--- config.mk ---
export PLATFORM = sky130hd
export DESIGN_NAME = dot_matrix_scanner
export DESIGN_NICKNAME = d
export VERILOG_FILES = /design/src/rtl/dot_matrix_pkg.sv /design/src/rtl/dot_scan_timer.sv /design/src/rtl/dot_matrix_scanner.sv
export SDC_FILE = /design/constraint.sdc
export NUM_CORES = 1
export LEC_CHECK = 0
export CAP_MARGIN = 20
export CORE_MARGIN = 2
export CORE_UTILIZATION = 25
export CTS_BUF_LIST = sky130_fd_sc_hd__clkbuf_8
export CTS_CLUSTER_DIAMETER = 120
export DETAILED_ROUTE_END_ITERATION = 8
export SLEW_MARGIN = 0
export SYNTH_ARGS = -nofsm -noshare
export SYNTH_HDL_FRONTEND = slang
export SYNTH_SLANG_ARGS = --single-unit
--- constraint.sdc ---
create_clock -name clk -period 2 [get_ports clk]
set_input_delay 0.5 -clock clk [delete_from_list [all_inputs] [get_ports clk]]
set_output_delay 0.5 -clock clk [all_outputs]
set_load 0.01 [all_outputs]
--- src/rtl/dot_matrix_pkg.sv ---
// Shared types, defaults and helpers for the dot-matrix scanner.
// The optional blanking window is enabled with the DOT_BLANK_EN macro.
package dot_matrix_pkg;

  localparam int unsigned DEF_NUM_COLS = 5;
  localparam int unsigned DEF_NUM_ROWS = 7;
  localparam int unsigned DEF_DWELL    = 1024;
  localparam int unsigned DEF_BLANK    = 8;
  localparam int unsigned MAX_COLS     = 32;

  typedef enum logic {
    IDLE = 1'b0,
    SCAN = 1'b1
  } scan_state_t;

  // Per-cycle strobes describing where the scan currently is
  typedef struct packed {
    logic active;
    logic col_end;
    logic frame_end;
    logic blank;
    logic first;
  } scan_strobe_t;

  function automatic logic [MAX_COLS-1:0] onehot(input int unsigned idx);
    onehot = MAX_COLS'(1) << idx;
  endfunction

endpackage

--- src/rtl/dot_scan_timer.sv ---
// Dwell counter and column index for the dot-matrix scan, with IDLE/SCAN control.
// Blanking strobe is only raised when DOT_BLANK_EN is defined.
module dot_scan_timer
  import dot_matrix_pkg::*;
#(
  parameter int unsigned NUM_COLS = DEF_NUM_COLS,
  parameter int unsigned DWELL    = DEF_DWELL,
  parameter int unsigned BLANK    = DEF_BLANK,
  localparam int unsigned COL_W   = $clog2(NUM_COLS)
) (
  input  logic             clk,
  input  logic             reset,
  input  logic             enable,
  output logic [COL_W-1:0] col,
  output scan_strobe_t     strobe_c
);

  localparam int unsigned      CNT_W      = $clog2(DWELL);
  localparam logic [CNT_W-1:0] CNT_LAST   = CNT_W'(DWELL - 1);
  localparam logic [CNT_W-1:0] BLANK_FROM = CNT_W'(DWELL - BLANK);
  localparam logic [COL_W-1:0] COL_LAST   = COL_W'(NUM_COLS - 1);
`ifdef DOT_BLANK_EN
  localparam bit BLANK_ON = 1'b1;
`else
  localparam bit BLANK_ON = 1'b0;
`endif

  scan_state_t      state;
  scan_state_t      state_next;
  logic [CNT_W-1:0] cnt;

  always_ff @(posedge clk) begin
    if (reset) begin
      state <= IDLE;
    end else begin
      state <= state_next;
    end
  end

  always_comb begin
    state_next = state;
    case (state)
      IDLE:    if (enable)  state_next = SCAN;
      SCAN:    if (!enable) state_next = IDLE;
      default: state_next = IDLE;
    endcase
  end

  always_comb begin
    strobe_c        = '0;
    strobe_c.active = (state == SCAN);
    if (state == SCAN) begin
      strobe_c.col_end   = (cnt == CNT_LAST);
      strobe_c.frame_end = (cnt == CNT_LAST) && (col == COL_LAST);
      strobe_c.blank     = BLANK_ON && (cnt >= BLANK_FROM);
      strobe_c.first     = (cnt == '0) && (col == '0);
    end
  end

  // Position only advances while scanning and still enabled; anything else discards it
  always_ff @(posedge clk) begin
    if (reset || !((state == SCAN) && enable)) begin
      cnt <= '0;
      col <= '0;
    end else if (cnt == CNT_LAST) begin
      cnt <= '0;
      col <= (col == COL_LAST) ? '0 : col + COL_W'(1);
    end else begin
      cnt <= cnt + CNT_W'(1);
    end
  end

endmodule

--- src/rtl/dot_matrix_scanner.sv ---
// Double-buffered LED dot-matrix driver: back-buffer writes, tear-free swaps, column scan.
// Define DOT_BLANK_EN to blank the last BLANK cycles of every column dwell.
module dot_matrix_scanner
  import dot_matrix_pkg::*;
#(
  parameter int unsigned NUM_COLS = DEF_NUM_COLS,
  parameter int unsigned NUM_ROWS = DEF_NUM_ROWS,
  parameter int unsigned DWELL    = DEF_DWELL,
  parameter int unsigned BLANK    = DEF_BLANK,
  localparam int unsigned COL_W   = $clog2(NUM_COLS)
) (
  input  logic                clk,
  input  logic                reset,
  input  logic                enable,
  input  logic                write,
  input  logic [COL_W-1:0]    colAddr,
  input  logic [NUM_ROWS-1:0] rowIn,
  input  logic                swap,
  output logic                swapPending,
  output logic                frameStart,
  output logic [NUM_COLS-1:0] colOut,
  output logic [NUM_ROWS-1:0] rowOut
);

  logic [NUM_ROWS-1:0] bank [2][NUM_COLS];
  logic                front;
  logic [COL_W-1:0]    col;
  scan_strobe_t        strobe_c;
  logic                addr_ok_c;
  logic                apply_c;
  logic                drive_c;

  dot_scan_timer #(
    .NUM_COLS (NUM_COLS),
    .DWELL    (DWELL),
    .BLANK    (BLANK)
  ) u_timer (
    .clk      (clk),
    .reset    (reset),
    .enable   (enable),
    .col      (col),
    .strobe_c (strobe_c)
  );

  assign addr_ok_c = 32'(colAddr) < NUM_COLS;
  assign apply_c   = swapPending && (!enable || strobe_c.frame_end);
  assign drive_c   = strobe_c.active && enable && !strobe_c.blank;

  // Writes always target the bank not currently displayed, using pre-swap front
  always_ff @(posedge clk) begin
    if (reset) begin
      for (int unsigned b = 0; b < 2; b++) begin
        for (int unsigned c = 0; c < NUM_COLS; c++) begin
          bank[b][c] <= '0;
        end
      end
    end else if (write && addr_ok_c) begin
      bank[~front][colAddr] <= rowIn;
    end
  end

  // Swap is a pointer flip; requests arriving while one is pending are absorbed
  always_ff @(posedge clk) begin
    if (reset) begin
      front       <= 1'b0;
      swapPending <= 1'b0;
    end else if (apply_c) begin
      front       <= ~front;
      swapPending <= 1'b0;
    end else if (swap) begin
      swapPending <= 1'b1;
    end
  end

  always_ff @(posedge clk) begin
    if (reset) begin
      colOut     <= '0;
      rowOut     <= '0;
      frameStart <= 1'b0;
    end else begin
      colOut     <= drive_c ? NUM_COLS'(onehot(32'(col))) : '0;
      rowOut     <= drive_c ? bank[front][col] : '0;
      frameStart <= strobe_c.active && enable && strobe_c.first;
    end
  end

endmodule

==> impl_results.html, run 1 <==
<table>
<tr><th>Metric</th><th>Value</th></tr>
<tr><th colspan="2">Power</th></tr>
<tr><td>Worst IR Drop VDD</td><td>between 0.2 and 0.3 mV</td></tr>
<tr><td>Total power divided by cell area</td><td>between 700 and 800 nW/um^2</td></tr>
<tr><td>Static leakage</td><td>1.86 nW</td></tr>
<tr><td>Total Power Consumption</td><td>between 3 and 4 mW</td></tr>
<tr><th colspan="2">Floorplanning</th></tr>
<tr><td>Die X-Extent</td><td>135 um</td></tr>
<tr><td>Initial cell density of the core</td><td>25.6%</td></tr>
<tr><td>Height of the die</td><td>~130 um</td></tr>
<tr><td>Cell row count</td><td>47</td></tr>
<tr><td>Die Outline Area</td><td>18100 um^2</td></tr>
<tr><td>Number of I/O pins</td><td>29</td></tr>
<tr><td>Core ar.</td><td>about 17000 um^2</td></tr>
<tr><th colspan="2">Synth</th></tr>
<tr><td>Basic-gate share of the synthesized area counting and, or, nand and nor cells</td><td>17.3%</td></tr>
<tr><td>Portion of netlist area occupied by mux cells</td><td>10.2%</td></tr>
<tr><td>Post-Synthesis Cell Area</td><td>4260 um^2</td></tr>
<tr><td>Number of library cell types mapped by synthesis</td><td>45</td></tr>
<tr><td>Compound-cell area share of the yosys netlist</td><td>3.88%</td></tr>
<tr><td>Synth area leader</td><td>sky130_fd_sc_hd__edfxtp_1</td></tr>
<tr><td>Portion of the post-synthesis area used by sequential elements</td><td>63.5%</td></tr>
<tr><td>Adder and majority gate portion of the synthesized area</td><td>1.18%</td></tr>
<tr><td>Largest family of logic cells by synthesized area</td><td>simple AND/OR/NAND/NOR gates</td></tr>
<tr><td>Instance count of the mapped netlist</td><td>301</td></tr>
<tr><td>Post-synthesis async set-or-reset flop share</td><td>0%</td></tr>
<tr><td>Share of Yosys cell area claimed by the top area cell type</td><td>49.4%</td></tr>
<tr><td>Number of enable flip-flop cells after synthesis</td><td>70</td></tr>
<tr><td>Synthesized flop and latch total</td><td>100</td></tr>
<tr><td>Synth Area in XOR/XNOR</td><td>1.65%</td></tr>
<tr><td>Most frequent cells after synthesis</td><td>sky130_fd_sc_hd__edfxtp_1, sky130_fd_sc_hd__and2_1, sky130_fd_sc_hd__dfxtp_1</td></tr>
<tr><td>Post-synthesis average cell area</td><td>14.1 um^2</td></tr>
<tr><td>Synth Net Count</td><td>320</td></tr>
<tr><td>Predominant post-synthesis flop cell</td><td>sky130_fd_sc_hd__edfxtp_1</td></tr>
<tr><td>Yosys synthesis warning count</td><td>0</td></tr>
<tr><td>Most common cell in the synthesized netlist</td><td>sky130_fd_sc_hd__edfxtp_1</td></tr>
<tr><td>Dominant cells by area after synthesis</td><td>sky130_fd_sc_hd__edfxtp_1, sky130_fd_sc_hd__dfxtp_1, sky130_fd_sc_hd__and2_1, sky130_fd_sc_hd__mux4_2, sky130_fd_sc_hd__mux2i_1</td></tr>
<tr><th colspan="2">CTS</th></tr>
<tr><td>Clock edge transition at the registers on the reported setup and hold paths</td><td>around 0.09 ns</td></tr>
<tr><td>Number of clock buffers inserted by TritonCTS</td><td>9</td></tr>
<tr><td>Clock insertion delay at the later pin of the skew report</td><td>between 0.3 and 0.4 ns</td></tr>
<tr><td>Clock root buffer</td><td>sky130_fd_sc_hd__clkbuf_8</td></tr>
<tr><td>Setup bufs post-CTS</td><td>0</td></tr>
<tr><td># H-tree levels</td><td>3</td></tr>
<tr><td>Hold Buf Count CTS</td><td>0</td></tr>
<tr><td>Clock tree from TritonCTS</td><td>done</td></tr>
<tr><td>CTS-repair resized insts</td><td>0</td></tr>
<tr><td>Clock Path Buffers</td><td>2</td></tr>
<tr><td>Clock Sinks</td><td>100</td></tr>
<tr><th colspan="2">Global routing</th></tr>
<tr><td>Antenna violations before repair</td><td>0</td></tr>
<tr><td>Global-route usage over all layers</td><td>11.2%</td></tr>
<tr><td>Via count of the first global-routing pass</td><td>between 2000 and 3000</td></tr>
<tr><td>Pin count of the biggest net entering global routing</td><td>22</td></tr>
<tr><td>Gr ovfl total</td><td>0</td></tr>
<tr><td>Global-route wire length before repair</td><td>approximately 15000 um</td></tr>
<tr><th colspan="2">STA</th></tr>
<tr><td>Maximum clock frequency</td><td>around 0.54 GHz</td></tr>
<tr><td>Worst Clk Skew</td><td>0.0151 ns</td></tr>
<tr><td>Number of max-slew violations in the final report</td><td>0</td></tr>
<tr><td>Headroom to the max-slew limit</td><td>75.5%</td></tr>
<tr><td>Unrepaired setup endpoints after global routing</td><td>no</td></tr>
<tr><td>Hold Worst Slack</td><td>0.486 ns</td></tr>
<tr><td>Final-report hold violation count</td><td>0</td></tr>
<tr><td>Final-report setup violation count</td><td>0</td></tr>
<tr><td>Final critical-path share of the clock period</td><td>92.6%</td></tr>
<tr><td>Actual slew at the worst max-slew pin</td><td>0.368 ns</td></tr>
<tr><td>Slack of the critical path</td><td>0.149 ns</td></tr>
<tr><td>Minimum clock period after layout</td><td>1.85 ns</td></tr>
<tr><th colspan="2">Worst setup path</th></tr>
<tr><td>Largest incremental delay on the critical path</td><td>0.57 ns</td></tr>
<tr><td>Crit path max-delay family</td><td>buffers and inverters</td></tr>
<tr><td>Highest fanout seen on the critical path</td><td>5</td></tr>
<tr><td>Buffers and inverters on the worst path</td><td>1</td></tr>
<tr><td>Kind of start point of the critical path</td><td>flip-flop</td></tr>
<tr><td>Critical Path, Cell by Cell</td><td>clkdlybuf4s50_1</td></tr>
<tr><td>Endpoint type of the worst setup path</td><td>output pin</td></tr>
<tr><td>Arrival time of data at the critical path endpoint</td><td>1.35 ns</td></tr>
<tr><td>Critical path type</td><td>reg -&gt; out</td></tr>
<tr><td>CP max stage cell</td><td>sky130_fd_sc_hd__clkdlybuf4s50_1</td></tr>
<tr><td>Critical path data required time</td><td>1.50 ns</td></tr>
<tr><td>Launching instance or port of the critical path</td><td>swapPending$_SDFFE_PP0P_</td></tr>
<tr><th colspan="2">Finish</th></tr>
<tr><td>Antenna Diode Count</td><td>0</td></tr>
<tr><td>Final Net Count</td><td>380</td></tr>
<tr><td>Fraction of final layout cells with drive strength greater than 1</td><td>19.1%</td></tr>
<tr><td>Core occupancy in the finished layout</td><td>31.3%</td></tr>
<tr><td>Area growth from synthesis to layout</td><td>22.2%</td></tr>
<tr><td>Layout filler cell count</td><td>1672</td></tr>
<tr><th colspan="2">Place</th></tr>
<tr><td>Routability cong.</td><td>0.755</td></tr>
<tr><td>Port buffer count</td><td>28</td></tr>
<tr><td>Pre-CTS setup slack</td><td>-0.228 ns</td></tr>
<tr><td>Post-detailed-placement half-perimeter wirelength</td><td>6770 um</td></tr>
<tr><th colspan="2">Route</th></tr>
<tr><td>Number of remaining DRC errors</td><td>0</td></tr>
<tr><td>Final wirelength</td><td>9400 um</td></tr>
<tr><td>Number of iterations in the first detailed-routing pass</td><td>4</td></tr>
<tr><td>Routed vias/inst</td><td>4.30</td></tr>
<tr><td>Vias post-DR</td><td>2517</td></tr>
<tr><td>DRC violation total after the first TritonRoute iteration</td><td>around 160</td></tr>
<tr><td>Remaining antenna violation count</td><td>0</td></tr>
<tr><td>Routed wire per std cell</td><td>16.0 um</td></tr>
<tr><th colspan="2">Status</th></tr>
<tr><td>Outcome</td><td>finished clean</td></tr>
<tr><th colspan="2">Worst hold path</th></tr>
<tr><td>Hold Startpoint</td><td>u_timer.cnt[0]$_SDFF_PP0_</td></tr>
<tr><td>Hold crit path type</td><td>reg -&gt; reg</td></tr>
<tr><th colspan="2">Flow run</th></tr>
<tr><td>Max-cap violation count</td><td>0</td></tr>
</table>
-- report_power, final --
group          total (mW)  switching, mW  leakage, nW  internal (mW)
sequential           2.33         0.0287        0.948           2.30
combinational       0.261          0.131        0.805          0.129
clock                1.25          0.684        0.106          0.568
total                3.84          0.844         1.86           2.99
-- area by class of cell --
| class | count | area, um^2 | share of cell area, % |
|---|---|---|---|
| clock buffers | 9 | 124 | 2.38 |
| flip-flops and latches | 100 | 2700 | 51.9 |
| inverters | 10 | 37.5 | 0.722 |
| multi-input cells | 182 | 1460 | 28.0 |
| well taps | 220 | 275 | 5.29 |
| repair buffers | 58 | 543 | 10.4 |
| clock inverters | 7 | 61.3 | 1.18 |
-- through the flow --
step,instance area [um^2],std cells,setup TNS (ns)
after floorplan,4260,301,0
after global placement,5020,570,-6.77
after detailed placement,5020,570,-10.52
after CTS,5200,586,0
after global routing,5200,586,0
final,5200,586,0
-- flip-flops by register name, indices dropped and copies added (netlist names), 3 cells and up, named ones only --
signal and flops:
bank 70, colOut 5, rowOut 7, u_timer.cnt 10
u_timer.col 3
-- cell usage in the layout, fill, tap and decap left out, types with 3 or more instances in the layout --
cell type,count
sky130_fd_sc_hd__a31oi_1,7
sky130_fd_sc_hd__and2_1,50
sky130_fd_sc_hd__and3_1,14
sky130_fd_sc_hd__buf_12,3
sky130_fd_sc_hd__buf_4,27
sky130_fd_sc_hd__clkbuf_8,9
sky130_fd_sc_hd__clkdlybuf4s50_1,28
sky130_fd_sc_hd__clkinv_2,3
sky130_fd_sc_hd__dfxtp_1,30
sky130_fd_sc_hd__edfxtp_1,70
sky130_fd_sc_hd__ha_1,4
sky130_fd_sc_hd__inv_1,11
sky130_fd_sc_hd__mux2i_1,9
sky130_fd_sc_hd__mux4_2,12
sky130_fd_sc_hd__nand2_1,4
sky130_fd_sc_hd__nand3_1,4
sky130_fd_sc_hd__nor2_1,18
sky130_fd_sc_hd__nor3_1,4
sky130_fd_sc_hd__nor3_2,3
sky130_fd_sc_hd__o21ai_0,3
sky130_fd_sc_hd__o21ai_1,8
sky130_fd_sc_hd__or2_1,5
sky130_fd_sc_hd__xnor2_1,6
-- cell families (layout without fill, tap and decap cells) --
kind of cell               Yosys count  after routing
buffers and inverters               19             84
xor gates and xnor gates             8              8
muxes                               25             25
and+or+nand+nor                    119            119
AOI/OAI and AO/OA                   26             26
adders and majority gates            4              4
DFF                                100            100
-- worst paths after layout --
check,slack (ns),end,depth (start not counted)
max,0.15,swapPending,1
max reg2reg,0.30,rowOut[0]$_SDFF_PP0_,5
min,0.49,u_timer.cnt[0]$_SDFF_PP0_,1
min reg2reg,0.49,u_timer.cnt[0]$_SDFF_PP0_,1
-- per-layer routing --
metal  up-vias  routed length [um]  global-route usage [%]  part of all wire, %
li1       1222                   -                       -                    -
met1      1238                4440                    15.0                   47
met2        49                4480                    17.9                   48
met3         8                 371                    2.40                  3.9
met4         0                 114                    4.21                  1.2
met5         -                   0                       0                    0
No activity file was read; power rests on OpenSTA's default activity.
==> inputs of run 2 (changes only) <==
--- a/config.mk
+++ b/config.mk
@@ -6,11 +6,13 @@
 export NUM_CORES = 1
 export LEC_CHECK = 0
 export CAP_MARGIN = 20
+export CORE_ASPECT_RATIO = 0.7
 export CORE_MARGIN = 2
 export CORE_UTILIZATION = 25
 export CTS_BUF_LIST = sky130_fd_sc_hd__clkbuf_8
 export CTS_CLUSTER_DIAMETER = 120
 export DETAILED_ROUTE_END_ITERATION = 8
+export HOLD_SLACK_MARGIN = 0.06
 export SLEW_MARGIN = 0
 export SYNTH_ARGS = -nofsm -noshare
 export SYNTH_HDL_FRONTEND = slang
==> impl_results.html, run 2 (synthesized netlist as in run 1, its figures left out) <==
<table>
<tr><th>Metric</th><th>Value</th></tr>
<tr><th colspan="2">Status</th></tr>
<tr><td>Outcome</td><td>finished clean</td></tr>
<tr><th colspan="2">STA</th></tr>
<tr><td>Final-report setup violation count</td><td>0</td></tr>
<tr><td>Final critical-path share of the clock period</td><td>between 90% and 100%</td></tr>
<tr><td>Final-report hold violation count</td><td>0</td></tr>
<tr><td>Minimum clock period after layout</td><td>about 1.9 ns</td></tr>
<tr><td>Worst Clk Skew</td><td>a little over 0.009 ns</td></tr>
<tr><td>Actual slew at the worst max-slew pin</td><td>about 0.31 ns</td></tr>
<tr><td>Headroom to the max-slew limit</td><td>78.9%</td></tr>
<tr><td>Number of max-slew violations in the final report</td><td>0</td></tr>
<tr><td>Unrepaired setup endpoints after global routing</td><td>no</td></tr>
<tr><td>Maximum clock frequency</td><td>between 0.5 and 0.6 GHz</td></tr>
<tr><td>Hold Worst Slack</td><td>0.482 ns</td></tr>
<tr><td>Slack of the critical path</td><td>0.147 ns</td></tr>
<tr><td>Summed negative setup slack over all endpoints</td><td>0 ns</td></tr>
<tr><th colspan="2">Finish</th></tr>
<tr><td>Area growth from synthesis to layout</td><td>23.4%</td></tr>
<tr><td>Count of non-filler cells in the finished layout</td><td>596</td></tr>
<tr><td>Most frequent standard cell in the layout excluding fill and tap cells</td><td>sky130_fd_sc_hd__edfxtp_1</td></tr>
<tr><td>Largest regs</td><td>bank x70, u_timer.cnt x10, rowOut x7</td></tr>
<tr><td>Biggest register</td><td>bank</td></tr>
<tr><td>Final Net Count</td><td>about 390</td></tr>
<tr><td>Commonest non-fill, non-tap cells in the layout</td><td>sky130_fd_sc_hd__edfxtp_1, sky130_fd_sc_hd__and2_1, sky130_fd_sc_hd__dfxtp_1, sky130_fd_sc_hd__buf_4, sky130_fd_sc_hd__clkdlybuf4s50_1</td></tr>
<tr><td>Fraction of final layout cells with drive strength greater than 1</td><td>19.9%</td></tr>
<tr><td>Antenna Diode Count</td><td>0</td></tr>
<tr><td>Largest register FFs</td><td>70</td></tr>
<tr><th colspan="2">Worst hold path</th></tr>
<tr><td>Hold Crit Depth</td><td>1</td></tr>
<tr><td>Hold crit path type</td><td>reg -&gt; reg</td></tr>
<tr><th colspan="2">Worst setup path</th></tr>
<tr><td>Critical Path, Cell by Cell</td><td>clkdlybuf4s50_1</td></tr>
<tr><td>Worst R2R Path Depth</td><td>5</td></tr>
<tr><td>Critical path type</td><td>reg -&gt; out</td></tr>
<tr><td>Critical path data required time</td><td>roughly 1.5 ns</td></tr>
<tr><td>Buffers and inverters on the worst path</td><td>1</td></tr>
<tr><td>Endpoint type of the worst setup path</td><td>output pin</td></tr>
<tr><td>Crit path max-delay family</td><td>buffers and inverters</td></tr>
<tr><td>CP max stage cell</td><td>sky130_fd_sc_hd__clkdlybuf4s50_1</td></tr>
<tr><td>Highest fanout seen on the critical path</td><td>5</td></tr>
<tr><td>Largest incremental delay on the critical path</td><td>0.58 ns</td></tr>
<tr><td>Arrival time of data at the critical path endpoint</td><td>~1.4 ns</td></tr>
<tr><td>Critical Path Stages</td><td>1</td></tr>
<tr><td>Kind of start point of the critical path</td><td>flip-flop</td></tr>
<tr><th colspan="2">CTS</th></tr>
<tr><td>Clock edge transition at the registers on the reported setup and hold paths</td><td>0.09 ns</td></tr>
<tr><td>Clock root buffer</td><td>sky130_fd_sc_hd__clkbuf_8</td></tr>
<tr><td>Number of clock buffers inserted by TritonCTS</td><td>9</td></tr>
<tr><td>Hold Buf Count CTS</td><td>0</td></tr>
<tr><td>Clock Path Buffers</td><td>2</td></tr>
<tr><td>Setup bufs post-CTS</td><td>0</td></tr>
<tr><td>CTS-repair resized insts</td><td>0</td></tr>
<tr><td>Clock tree from TritonCTS</td><td>done</td></tr>
<tr><td>Clock insertion delay at the later pin of the skew report</td><td>0.37 ns</td></tr>
<tr><td>Clock Sinks</td><td>100</td></tr>
<tr><td># H-tree levels</td><td>3</td></tr>
<tr><th colspan="2">Route</th></tr>
<tr><td>Routed vias/inst</td><td>4.31</td></tr>
<tr><td>Final wirelength</td><td>~9100 um</td></tr>
<tr><td>Number of remaining DRC errors</td><td>0</td></tr>
<tr><td>Routed wire per std cell</td><td>around 15 um</td></tr>
<tr><td>Vias post-DR</td><td>~2600</td></tr>
<tr><td>Number of iterations in the first detailed-routing pass</td><td>4</td></tr>
<tr><td>DRC violation total after the first TritonRoute iteration</td><td>roughly 160</td></tr>
<tr><td>Remaining antenna violation count</td><td>0</td></tr>
<tr><th colspan="2">Global routing</th></tr>
<tr><td>Global-route wire length before repair</td><td>14400 um</td></tr>
<tr><td>Global-route usage over all layers</td><td>a little over a tenth</td></tr>
<tr><td>Gr ovfl total</td><td>0</td></tr>
<tr><td>Pin count of the biggest net entering global routing</td><td>22</td></tr>
<tr><td>Via count of the first global-routing pass</td><td>2571</td></tr>
<tr><td>Antenna violations before repair</td><td>0</td></tr>
<tr><th colspan="2">Floorplanning</th></tr>
<tr><td>Die X-Extent</td><td>160 um</td></tr>
<tr><td>Core ar.</td><td>16500 um^2</td></tr>
<tr><td>Cell row count</td><td>39</td></tr>
<tr><td>Die Outline Area</td><td>around 18000 um^2</td></tr>
<tr><td>Height of the die</td><td>113 um</td></tr>
<tr><td>Number of I/O pins</td><td>29</td></tr>
<tr><td>Initial cell density of the core</td><td>25.8%</td></tr>
<tr><th colspan="2">Place</th></tr>
<tr><td>Pre-CTS setup slack</td><td>-0.118 ns</td></tr>
<tr><td>Post-detailed-placement half-perimeter wirelength</td><td>6820 um</td></tr>
<tr><td>Post-placement cell count</td><td>580</td></tr>
<tr><td>Port buffer count</td><td>28</td></tr>
<tr><td>Routability cong.</td><td>~0.76</td></tr>
<tr><th colspan="2">Power</th></tr>
<tr><td>Static leakage</td><td>1.88 nW</td></tr>
<tr><td>Total Power Consumption</td><td>3.75 mW</td></tr>
<tr><td>Worst IR Drop VDD</td><td>0.317 mV</td></tr>
<tr><td>Total power divided by cell area</td><td>713 nW/um^2</td></tr>
<tr><th colspan="2">Flow run</th></tr>
<tr><td>Max-cap violation count</td><td>0</td></tr>
</table>
[run 2: cell count changes in the layout (fill, tap and decap cells not counted), sizes merged]
cell and change:
bufinv -1, clkinv +1, clkinvlp +1, inv -2, clkbuf +1, buf +5
[run 2: metrics by stage]
| step | area [um^2] | utilization [%] |
|---|---|---|
| 2_1_floorplan | 4260 | - |
| 3_3_place_gp | 5090 | 30.8 |
| 3_5_place_dp | 5090 | 30.8 |
| 4_1_cts | 5260 | 31.9 |
| 5_1_grt | 5260 | 31.9 |
| 6_report | 5260 | 31.9 |
[run 2: power by group]
part	total [mW]	leakage [nW]	switching, mW	internal, mW
clock network	1.15	0.0885	0.677	0.474
logic	0.270	0.840	0.131	0.140
registers	2.32	0.948	0.0275	2.30
[run 2: metal layers]
layer	vias to the layer above	part of all wire (%)	global-route usage [%]
met5	-	0	0
met4	0	1.2	3.18
li1	1231	-	-
met2	68	42	15.3
met3	9	6.2	3.70
met1	1259	51	15.2
[run 2: worst paths after layout]
kind,from,end,slack [ns]
worst min-delay path,u_timer.cnt[0]$_SDFF_PP0_,u_timer.cnt[0]$_SDFF_PP0_,0.48
worst max-delay path,swapPending$_SDFFE_PP0P_,swapPending,0.15
worst max register to register,flip-flop,rowOut[0]$_SDFF_PP0_,0.30
worst min register to register,u_timer.cnt[0]$_SDFF_PP0_,u_timer.cnt[0]$_SDFF_PP0_,0.48
[run 2: layout make-up]
type	count	area, um^2
repair buffers	63	606
multi-input cells	182	1460
flip-flops and latches	100	2700
fillers	1696	11200
clock inverters	6	32.5
inverters	10	37.5
well taps	225	282
clock buffers	10	138
==> inputs of run 3 (changes only) <==
==> constraint.sdc (replaced) <==
create_clock -name clk -period 2 [get_ports clk]
set_input_delay 0.4 -clock clk [delete_from_list [all_inputs] [get_ports clk]]
set_output_delay 0.4 -clock clk [all_outputs]
set_load 0.02 [all_outputs]
==> impl_results.html, run 3 (synthesized netlist as in run 1, its figures left out) <==
<table>
<tr><th>Metric</th><th>Value</th></tr>
<tr><th colspan="2">Place</th></tr>
<tr><td>Post-detailed-placement half-perimeter wirelength</td><td>6920 um</td></tr>
<tr><td>Post-placement cell count</td><td>573</td></tr>
<tr><td>Routability cong.</td><td>0.760</td></tr>
<tr><td>Area post-placement</td><td>5030 um^2</td></tr>
<tr><td>Port buffer count</td><td>28</td></tr>
<tr><th colspan="2">Power</th></tr>
<tr><td>Switching share of power</td><td>between 20% and 30%</td></tr>
<tr><td>Part of the total power dissipated in the clock network</td><td>30.7%</td></tr>
<tr><td>Logic gate share of total power</td><td>7.1%</td></tr>
<tr><td>Total power divided by cell area</td><td>around 720 nW/um^2</td></tr>
<tr><td>Proportion of power drawn by flip-flops and latches</td><td>62.2%</td></tr>
<tr><td>Static leakage</td><td>1.84 nW</td></tr>
<tr><td>Net Sw Power</td><td>around 860 uW</td></tr>
<tr><td>Worst IR Drop VDD</td><td>0.254 mV</td></tr>
<tr><td>Internal Power</td><td>2.87 mW</td></tr>
<tr><th colspan="2">Floorplanning</th></tr>
<tr><td>Cell row count</td><td>39</td></tr>
<tr><td>Core ar.</td><td>approximately 16000 um^2</td></tr>
<tr><td>Number of I/O pins</td><td>29</td></tr>
<tr><td>Die X-Extent</td><td>160 um</td></tr>
<tr><td>Height of the die</td><td>113 um</td></tr>
<tr><td>Initial cell density of the core</td><td>25.8%</td></tr>
<tr><td>Die Outline Area</td><td>around 18000 um^2</td></tr>
<tr><th colspan="2">Finish</th></tr>
<tr><td>Commonest non-fill, non-tap cells in the layout</td><td>sky130_fd_sc_hd__edfxtp_1, sky130_fd_sc_hd__and2_1, sky130_fd_sc_hd__dfxtp_1, sky130_fd_sc_hd__clkdlybuf4s50_1, sky130_fd_sc_hd__buf_4</td></tr>
<tr><td>Fraction of final layout cells with drive strength greater than 1</td><td>18.4%</td></tr>
<tr><td>Count of non-filler cells in the finished layout</td><td>589</td></tr>
<tr><td>Antenna Diode Count</td><td>0</td></tr>
<tr><td>Most frequent standard cell in the layout excluding fill and tap cells</td><td>sky130_fd_sc_hd__edfxtp_1</td></tr>
<tr><td>Final design area excluding fillers</td><td>around 5200 um^2</td></tr>
<tr><td>Area growth from synthesis to layout</td><td>22.1%</td></tr>
<tr><td>Largest regs</td><td>bank x70, u_timer.cnt x10, rowOut x7</td></tr>
<tr><td>Largest register FFs</td><td>70</td></tr>
<tr><td>Biggest register</td><td>bank</td></tr>
<tr><td>Final Net Count</td><td>378</td></tr>
<tr><th colspan="2">Worst setup path</th></tr>
<tr><td>Crit path max-delay family</td><td>buffers and inverters</td></tr>
<tr><td>Critical path type</td><td>reg -&gt; out</td></tr>
<tr><td>Endpoint type of the worst setup path</td><td>output pin</td></tr>
<tr><td>Buffers and inverters on the worst path</td><td>1</td></tr>
<tr><td>CP max stage cell</td><td>sky130_fd_sc_hd__clkdlybuf4s50_1</td></tr>
<tr><td>Arrival time of data at the critical path endpoint</td><td>around 1.5 ns</td></tr>
<tr><td>Critical path data required time</td><td>1.60 ns</td></tr>
<tr><td>Kind of start point of the critical path</td><td>flip-flop</td></tr>
<tr><td>Highest fanout seen on the critical path</td><td>5</td></tr>
<tr><td>Critical Path, Cell by Cell</td><td>clkdlybuf4s50_1</td></tr>
<tr><td>Largest incremental delay on the critical path</td><td>0.65 ns</td></tr>
<tr><th colspan="2">Global routing</th></tr>
<tr><td>Antenna violations before repair</td><td>0</td></tr>
<tr><td>Pin count of the biggest net entering global routing</td><td>22</td></tr>
<tr><td>Global-route usage over all layers</td><td>10.5%</td></tr>
<tr><td>Gr ovfl total</td><td>0</td></tr>
<tr><td>Via count of the first global-routing pass</td><td>~2600</td></tr>
<tr><td>Global-route wire length before repair</td><td>14200 um</td></tr>
<tr><th colspan="2">CTS</th></tr>
<tr><td>Hold Buf Count CTS</td><td>0</td></tr>
<tr><td># H-tree levels</td><td>3</td></tr>
<tr><td>Clock insertion delay at the later pin of the skew report</td><td>0.38 ns</td></tr>
<tr><td>Clock edge transition at the registers on the reported setup and hold paths</td><td>0.09 ns</td></tr>
<tr><td>Clock root buffer</td><td>sky130_fd_sc_hd__clkbuf_8</td></tr>
<tr><td>Clock Path Buffers</td><td>2</td></tr>
<tr><td>CTS-repair resized insts</td><td>0</td></tr>
<tr><td>Clock tree from TritonCTS</td><td>done</td></tr>
<tr><td>Setup bufs post-CTS</td><td>0</td></tr>
<tr><td>Number of clock buffers inserted by TritonCTS</td><td>9</td></tr>
<tr><td>Clock Sinks</td><td>100</td></tr>
<tr><th colspan="2">Route</th></tr>
<tr><td>Number of remaining DRC errors</td><td>0</td></tr>
<tr><td>DRC violation total after the first TritonRoute iteration</td><td>158</td></tr>
<tr><td>Remaining antenna violation count</td><td>0</td></tr>
<tr><td>Vias post-DR</td><td>roughly 2500</td></tr>
<tr><td>Final wirelength</td><td>9100 um</td></tr>
<tr><td>Routed wire per std cell</td><td>15.4 um</td></tr>
<tr><td>Number of iterations in the first detailed-routing pass</td><td>4</td></tr>
<tr><td>Routed vias/inst</td><td>around 4.3</td></tr>
<tr><th colspan="2">STA</th></tr>
<tr><td>Final critical-path share of the clock period</td><td>a little over 90%</td></tr>
<tr><td>Worst Clk Skew</td><td>0.00865 ns</td></tr>
<tr><td>Unrepaired setup endpoints after global routing</td><td>no</td></tr>
<tr><td>Actual slew at the worst max-slew pin</td><td>0.327 ns</td></tr>
<tr><td>Minimum clock period after layout</td><td>1.85 ns</td></tr>
<tr><td>Number of max-slew violations in the final report</td><td>0</td></tr>
<tr><td>Maximum clock frequency</td><td>0.540 GHz</td></tr>
<tr><td>Final-report hold violation count</td><td>0</td></tr>
<tr><td>Final-report setup violation count</td><td>0</td></tr>
<tr><td>Headroom to the max-slew limit</td><td>between 70% and 80%</td></tr>
<tr><th colspan="2">Flow run</th></tr>
<tr><td>Max-cap violation count</td><td>0</td></tr>
<tr><th colspan="2">Worst hold path</th></tr>
<tr><td>Hold crit path type</td><td>reg -&gt; reg</td></tr>
<tr><th colspan="2">Status</th></tr>
<tr><td>Outcome</td><td>finished clean</td></tr>
</table>
[run 3: path summary, 6_finish.rpt]
kind / start / cells after the start / slack (ns) / to
max: swapPending$_SDFFE_PP0P_ / 1 / 0.15 / swapPending
min: u_timer.cnt[0]$_SDFF_PP0_ / 1 / 0.48 / u_timer.cnt[0]$_SDFF_PP0_
max reg2reg: u_timer.cnt[0]$_SDFF_PP0_ / 5 / 0.31 / front$_SDFFE_PP0P_
min reg2reg: u_timer.cnt[0]$_SDFF_PP0_ / 1 / 0.48 / u_timer.cnt[0]$_SDFF_PP0_
[run 3: layout make-up]
| type | count | area, um^2 |
|---|---|---|
| Multi-Input combinational cell | 182 | 1460 |
| Inverter | 10 | 37.5 |
| Timing Repair Buffer | 56 | 553 |
| Tap cell | 225 | 282 |
| Clock inverter | 7 | 43.8 |
| Sequential cell | 100 | 2700 |
| Clock buffer | 9 | 124 |
| Fill cell | 1676 | 11300 |
[run 3: power by group through the flow]
stage                     registers, mW  logic (mW)  clock network, mW
after floorplan                    2.37       0.133                  0
after global placement             2.37       0.264                  0
after detailed placement           2.37       0.270                  0
after CTS                          2.33       0.270               1.17
after global routing               2.33       0.287               1.26
final                              2.32       0.265               1.15
[run 3: metal layers]
layer,routed length [um],global-route usage (%)
met5,0,0
met4,107,3.06
met3,344,3.37
met1,4850,15.3
met2,3790,14.7
[run 3: per-stage QoR]
stage          power, mW  util [%]  setup slack [ns]  setup TNS [ns]  hold slack [ns]
6_report            3.73      31.5             0.149               0            0.479
5_1_grt             3.88      31.5             0.100               0            0.521
4_1_cts             3.77      31.5             0.128               0            0.491
3_5_place_dp        2.64      30.5           -0.0628          -0.610            0.468
3_3_place_gp        2.63      30.5           -0.0111         -0.0111            0.455
2_1_floorplan       2.50         -             0.209               0            0.441
